`src/rtl/apb_master_port.sv`:
```
// apb_master_port: single-outstanding APB initiator.
// Converts a valid/ready request/response interface into APB SETUP/ACCESS
// transfers. It also handles wait states, PSLVERR, rejection of misaligned
// requests, and an abort when a slave stays stuck for too long.
module apb_master_port #(
  parameter int unsigned APB_ADDR_WIDTH = 12,
  parameter int unsigned TIMEOUT_CYCLES = 255,
  parameter int unsigned TIMEOUT_W      = 8
) (
  input  logic                      HCLK,
  input  logic                      HRESET,
  input  logic                      req_valid_i,
  output logic                      req_ready_o,
  input  logic [APB_ADDR_WIDTH-1:0] req_addr_i,
  input  logic                      req_we_i,
  input  logic [31:0]               req_wdata_i,
  output logic                      rsp_valid_o,
  input  logic                      rsp_ready_i,
  output logic [31:0]               rsp_rdata_o,
  output logic                      rsp_err_o,
  output logic                      rsp_timeout_o,
  output logic                      busy_o,
  output logic [APB_ADDR_WIDTH-1:0] PADDR,
  output logic [31:0]               PWDATA,
  output logic                      PWRITE,
  output logic                      PSEL,
  output logic                      PENABLE,
  input  logic [31:0]               PRDATA,
  input  logic                      PREADY,
  input  logic                      PSLVERR
);

  typedef enum logic [1:0] {
    ST_IDLE,
    ST_SETUP,
    ST_ACCESS,
    ST_RESP
  } state_e;

  // The abort fires on the ACCESS cycle where the counter holds
  // TIMEOUT_CYCLES-1. That gives exactly TIMEOUT_CYCLES ACCESS cycles.
  localparam logic [TIMEOUT_W-1:0] CNT_LAST =
    (TIMEOUT_CYCLES == 0) ? '0 : TIMEOUT_W'(TIMEOUT_CYCLES - 1);
  localparam bit TIMEOUT_EN = (TIMEOUT_CYCLES != 0);

  state_e                      state_q, state_d;
  logic                        psel_q, psel_d;
  logic                        penable_q, penable_d;
  logic                        pwrite_q, pwrite_d;
  logic [APB_ADDR_WIDTH-1:0]   paddr_q, paddr_d;
  logic [31:0]                 pwdata_q, pwdata_d;
  logic                        rsp_valid_q, rsp_valid_d;
  logic                        rsp_err_q, rsp_err_d;
  logic                        rsp_timeout_q, rsp_timeout_d;
  logic [31:0]                 rsp_rdata_q, rsp_rdata_d;
  logic [TIMEOUT_W-1:0]        cnt_q, cnt_d;

  assign req_ready_o   = (state_q == ST_IDLE) && !HRESET;
  assign busy_o        = (state_q != ST_IDLE);
  assign PSEL          = psel_q;
  assign PENABLE       = penable_q;
  assign PWRITE        = pwrite_q;
  assign PADDR         = paddr_q;
  assign PWDATA        = pwdata_q;
  assign rsp_valid_o   = rsp_valid_q;
  assign rsp_err_o     = rsp_err_q;
  assign rsp_timeout_o = rsp_timeout_q;
  assign rsp_rdata_o   = rsp_rdata_q;

  // Next-state and next-output computation for the transfer FSM
  always_comb begin
    state_d       = state_q;
    psel_d        = psel_q;
    penable_d     = penable_q;
    pwrite_d      = pwrite_q;
    paddr_d       = paddr_q;
    pwdata_d      = pwdata_q;
    rsp_valid_d   = rsp_valid_q;
    rsp_err_d     = rsp_err_q;
    rsp_timeout_d = rsp_timeout_q;
    rsp_rdata_d   = rsp_rdata_q;
    cnt_d         = cnt_q;

    unique case (state_q)
      ST_IDLE: begin
        if (req_valid_i) begin
          if (req_addr_i[1:0] == 2'b00) begin
            paddr_d   = req_addr_i;
            pwrite_d  = req_we_i;
            pwdata_d  = req_we_i ? req_wdata_i : '0;
            psel_d    = 1'b1;
            penable_d = 1'b0;
            cnt_d     = '0;
            state_d   = ST_SETUP;
          end else begin
            rsp_valid_d   = 1'b1;
            rsp_err_d     = 1'b1;
            rsp_timeout_d = 1'b0;
            rsp_rdata_d   = '0;
            state_d       = ST_RESP;
          end
        end
      end

      ST_SETUP: begin
        penable_d = 1'b1;
        state_d   = ST_ACCESS;
      end

      ST_ACCESS: begin
        if (PREADY) begin
          // Completion takes priority over a timeout that lands on the same cycle.
          psel_d        = 1'b0;
          penable_d     = 1'b0;
          rsp_valid_d   = 1'b1;
          rsp_err_d     = PSLVERR;
          rsp_timeout_d = 1'b0;
          rsp_rdata_d   = (!pwrite_q && !PSLVERR) ? PRDATA : '0;
          state_d       = ST_RESP;
        end else if (TIMEOUT_EN && (cnt_q == CNT_LAST)) begin
          psel_d        = 1'b0;
          penable_d     = 1'b0;
          rsp_valid_d   = 1'b1;
          rsp_err_d     = 1'b1;
          rsp_timeout_d = 1'b1;
          rsp_rdata_d   = '0;
          state_d       = ST_RESP;
        end else if (TIMEOUT_EN) begin
          cnt_d = cnt_q + 1'b1;
        end
      end

      ST_RESP: begin
        if (rsp_ready_i) begin
          rsp_valid_d   = 1'b0;
          rsp_err_d     = 1'b0;
          rsp_timeout_d = 1'b0;
          rsp_rdata_d   = '0;
          state_d       = ST_IDLE;
        end
      end

      default: state_d = ST_IDLE;
    endcase
  end

  // State and registered-output flops with synchronous reset
  always_ff @(posedge HCLK) begin
    if (HRESET) begin
      state_q       <= ST_IDLE;
      psel_q        <= 1'b0;
      penable_q     <= 1'b0;
      pwrite_q      <= 1'b0;
      paddr_q       <= '0;
      pwdata_q      <= '0;
      rsp_valid_q   <= 1'b0;
      rsp_err_q     <= 1'b0;
      rsp_timeout_q <= 1'b0;
      rsp_rdata_q   <= '0;
      cnt_q         <= '0;
    end else begin
      state_q       <= state_d;
      psel_q        <= psel_d;
      penable_q     <= penable_d;
      pwrite_q      <= pwrite_d;
      paddr_q       <= paddr_d;
      pwdata_q      <= pwdata_d;
      rsp_valid_q   <= rsp_valid_d;
      rsp_err_q     <= rsp_err_d;
      rsp_timeout_q <= rsp_timeout_d;
      rsp_rdata_q   <= rsp_rdata_d;
      cnt_q         <= cnt_d;
    end
  end

endmodule

```
`config.mk`:
```
export PLATFORM = sky130hd
export DESIGN_NAME = apb_master_port
export DESIGN_NICKNAME = d
export VERILOG_FILES = /design/src/rtl/apb_master_port.sv
export SDC_FILE = /design/constraint.sdc
export NUM_CORES = 1
export LEC_CHECK = 0
export ABC_AREA = 1
export BUFFER_PORTS_ARGS = -buffer_cell sky130_fd_sc_hd__buf_2
export CORE_ASPECT_RATIO = 0.75
export CORE_MARGIN = 1.5
export CORE_UTILIZATION = 43
export CTS_BUF_LIST = sky130_fd_sc_hd__clkbuf_16
export CTS_CLUSTER_SIZE = 16
export DETAILED_ROUTE_END_ITERATION = 10
export PLACE_DENSITY = 0.82
export SLEW_MARGIN = 20
export SYNTH_ARGS = -nofsm -noshare
export SYNTH_HDL_FRONTEND = slang
export SYNTH_SLANG_ARGS = --single-unit
```
`constraint.sdc`:
```
create_clock -name HCLK -period 1.65 [get_ports HCLK]
set_input_delay 0.165 -clock HCLK [delete_from_list [all_inputs] [get_ports HCLK]]
set_output_delay 0.165 -clock HCLK [all_outputs]
set_load 0.01 [all_outputs]
```
==> results.json <==
{
  "synth_nets": 649,
  "antenna_found_initial": 0,
  "grt.overflow.total": 0,
  "synth_top_area_cell": "dfxtp_1",
  "root_buffer": "clkbuf_16",
  "yosysWarnings": 0,
  "async_flop_share_pct": 0,
  "portBuffers": 166,
  "fp.dieH_um": 86.1,
  "synth-main-ff-cell": "dfxtp_1",
  "max-cap-violations": 0,
  "wl_per_cell_um": 13.8,
  "area_delta_synth_final_pct": 41.9,
  "cts_buffers": 9,
  "drc_errors": 0,
  "whs_ps": 47.1,
  "status": "completed",
  "synth_cell_types": 25,
  "final_util_pct": 62.4,
  "grtUsageTotal_pct": 21.7,
  "clock_skew_ps": 4.67,
  "clkTransAtPathRegs_ps": 70,
  "rsz0062_at_grt": "yes",
  "fmax_mhz": 607,
  "peakVddDrop_v": 0.000585,
  "hold_start": "req_addr_i[5]",
  "period_share_pct": 99.9,
  "critical_path_required_ps": 1920,
  "via_per_inst": 4.99,
  "startpoint": "cnt_q[0]",
  "clock_path_buffers": 2,
  "ant_nets": 0,
  "yosysMostFrequentCell": "nand2_1",
  "die_area_um2": 9800,
  "rows": 30,
  "io_pins": 167,
  "cts_hold_buf": 0,
  "grt_max_degree": 48,
  "insertedDiodeCount": 0,
  "grt_pass1_wl_um": 17100,
  "first_global_vias": 3857,
  "setup_total_negative_slack_ps": 0,
  "hold_path.class": "input port to register",
  "synthCells": 558,
  "final_area_um2": 5620,
  "core_area_um2": 9010,
  "start_util_pct": 43.9,
  "clock_latency_ps": 330,
  "hpwl_um": 7600,
  "finalSetupViolCount": 0,
  "startpoint_type": "register",
  "yosys-top-cells-area": "dfxtp_1, nand2_1, a21oi_1",
  "cts.htree.levels": 3,
  "dieWidth_um": 114,
  "power_density_nw_per_um2": 1680,
  "r2r_cells": 12,
  "rr_startpoint": "cnt_q[0]",
  "cts_tree": "yes",
  "period_needed_ps": 1650,
  "max_slew.worst_pin.slew_ps": 572,
  "synth-edff-count": 0,
  "finalHoldViolCount": 0,
  "gp_congestion": 0.877,
  "placed_cell_area_um2": 5010,
  "maxSlewHeadroom_pct": 61.8,
  "p_leak_uw": 0.00279,
  "drtIter0Drc": 327,
  "dr.pass1.iters": 5,
  "clkSinkCount": 92,
  "whs_path_depth": 3,
  "crit_type": "register to register",
  "drive_gt1_share_pct": 34.1,
  "netlist_area_um2": 3960,
  "synth_common_cells": "nand2_1, dfxtp_1, nor2_1, a21oi_1, inv_1",
  "synth.avg_cell_area_um2": 7.09,
  "synth_top_area_share_pct": 46.5,
  "worst_setup_path_end_kind": "register",
  "finalWirelength_um": 11800,
  "vias": 4271,
  "critPathMaxFanout": 10,
  "layout.nets": 830,
  "worstPathArrival_ps": 1920,
  "ys_seq_area_share_pct": 46.5,
  "slew_viol_final": 0,
  "ys_seq_elements": 92
}
[power breakdown]
part | switching, uW | total (uW) | internal (uW) | leakage (uW)
sequential | 282 | 3040 | 2760 | 0.000751
combinational | 2530 | 4570 | 2040 | 0.00191
clock | 832 | 1830 | 997 | 0.000127
[logic make-up after synthesis]
group / synth area share, %
compound gates: 12.3
xor+xnor: 0.664
fa+ha+maj: 2.53
buf+inv: 9.86
flops: 46.5
simple gates: 28.2
[final timing paths]
check                                 endpoint  slack (ps)
worst max-delay path            rsp_rdata_o[7]           2
worst min-delay path                  PADDR[5]          50
worst max register to register  rsp_rdata_o[7]           2
worst min register to register        PADDR[0]         450
[state kept, by name, summed over array words and instances, names as in the netlist]
name           flops
PADDR             12
PENABLE            1
PSEL               1
PWDATA            32
PWRITE             1
cnt_q              8
rsp_err_o          1
rsp_rdata_o       32
rsp_timeout_o      1
rsp_valid_o        1
state_q            2
[cell usage in the layout, fill, tap and decap left out, drive strengths merged, types with 3 or more instances in the layout]
master	netlist	final
a21oi	70	70
buf	13	196
clkbuf	18	14
clkinv	2	7
dfxtp	92	92
ha	8	8
inv	62	63
nand2	130	130
nand3	45	45
nand4	5	5
nor2	85	85
o21ai	15	15
o21bai	7	7
xor2	3	3
[cell type report]
type,count,area [um2]
Fill cell,795,3390
Multi-Input combinational cell,371,1860
Sequential cell,92,1850
Timing Repair Buffer,201,1260
Inverter,64,244
Clock buffer,9,225
Tap cell,112,140
Clock inverter,7,35.0
[metrics by stage]
stage	total power (uW)	instances	worst slack [ps]
2_1_floorplan	5350	558	3.87
3_3_place_gp	6400	827	31.9
3_5_place_dp	6600	827	-60.8
4_1_cts	8470	843	-0.897
5_1_grt	10100	856	-76.8
6_report	9440	856	2.35
[repair_timing]
action,in CTS,in global routing
buffers inserted,0,6
gates cloned,0,7
resized for setup,6,33
pin swaps,0,18
setup endpoints to repair,84,88
[critical path: stages (launching register included)]
cell and delay [ps]:
dfxtp_2 330, inv_2 60, ha_1 150, nand2_1 60, nor2_2 140, nand2_2 100
nand2_4 80, nand4_4 80, buf_12 170, clkbuf_16 160, nand2_1 80, nand2_1 70
nor2_1 100
[per-layer routing]
layer	share of wire (%)	routed length, um	vias up	track usage (%)
met1	43	5090	1944	25.2
met3	7.1	845	21	7.21
met5	0	0	-	0
met4	2.1	243	0	9.77
met2	48	5650	190	36.7
li1	-	-	2116	-
Note: power is estimated with default switching activity, not from simulation.
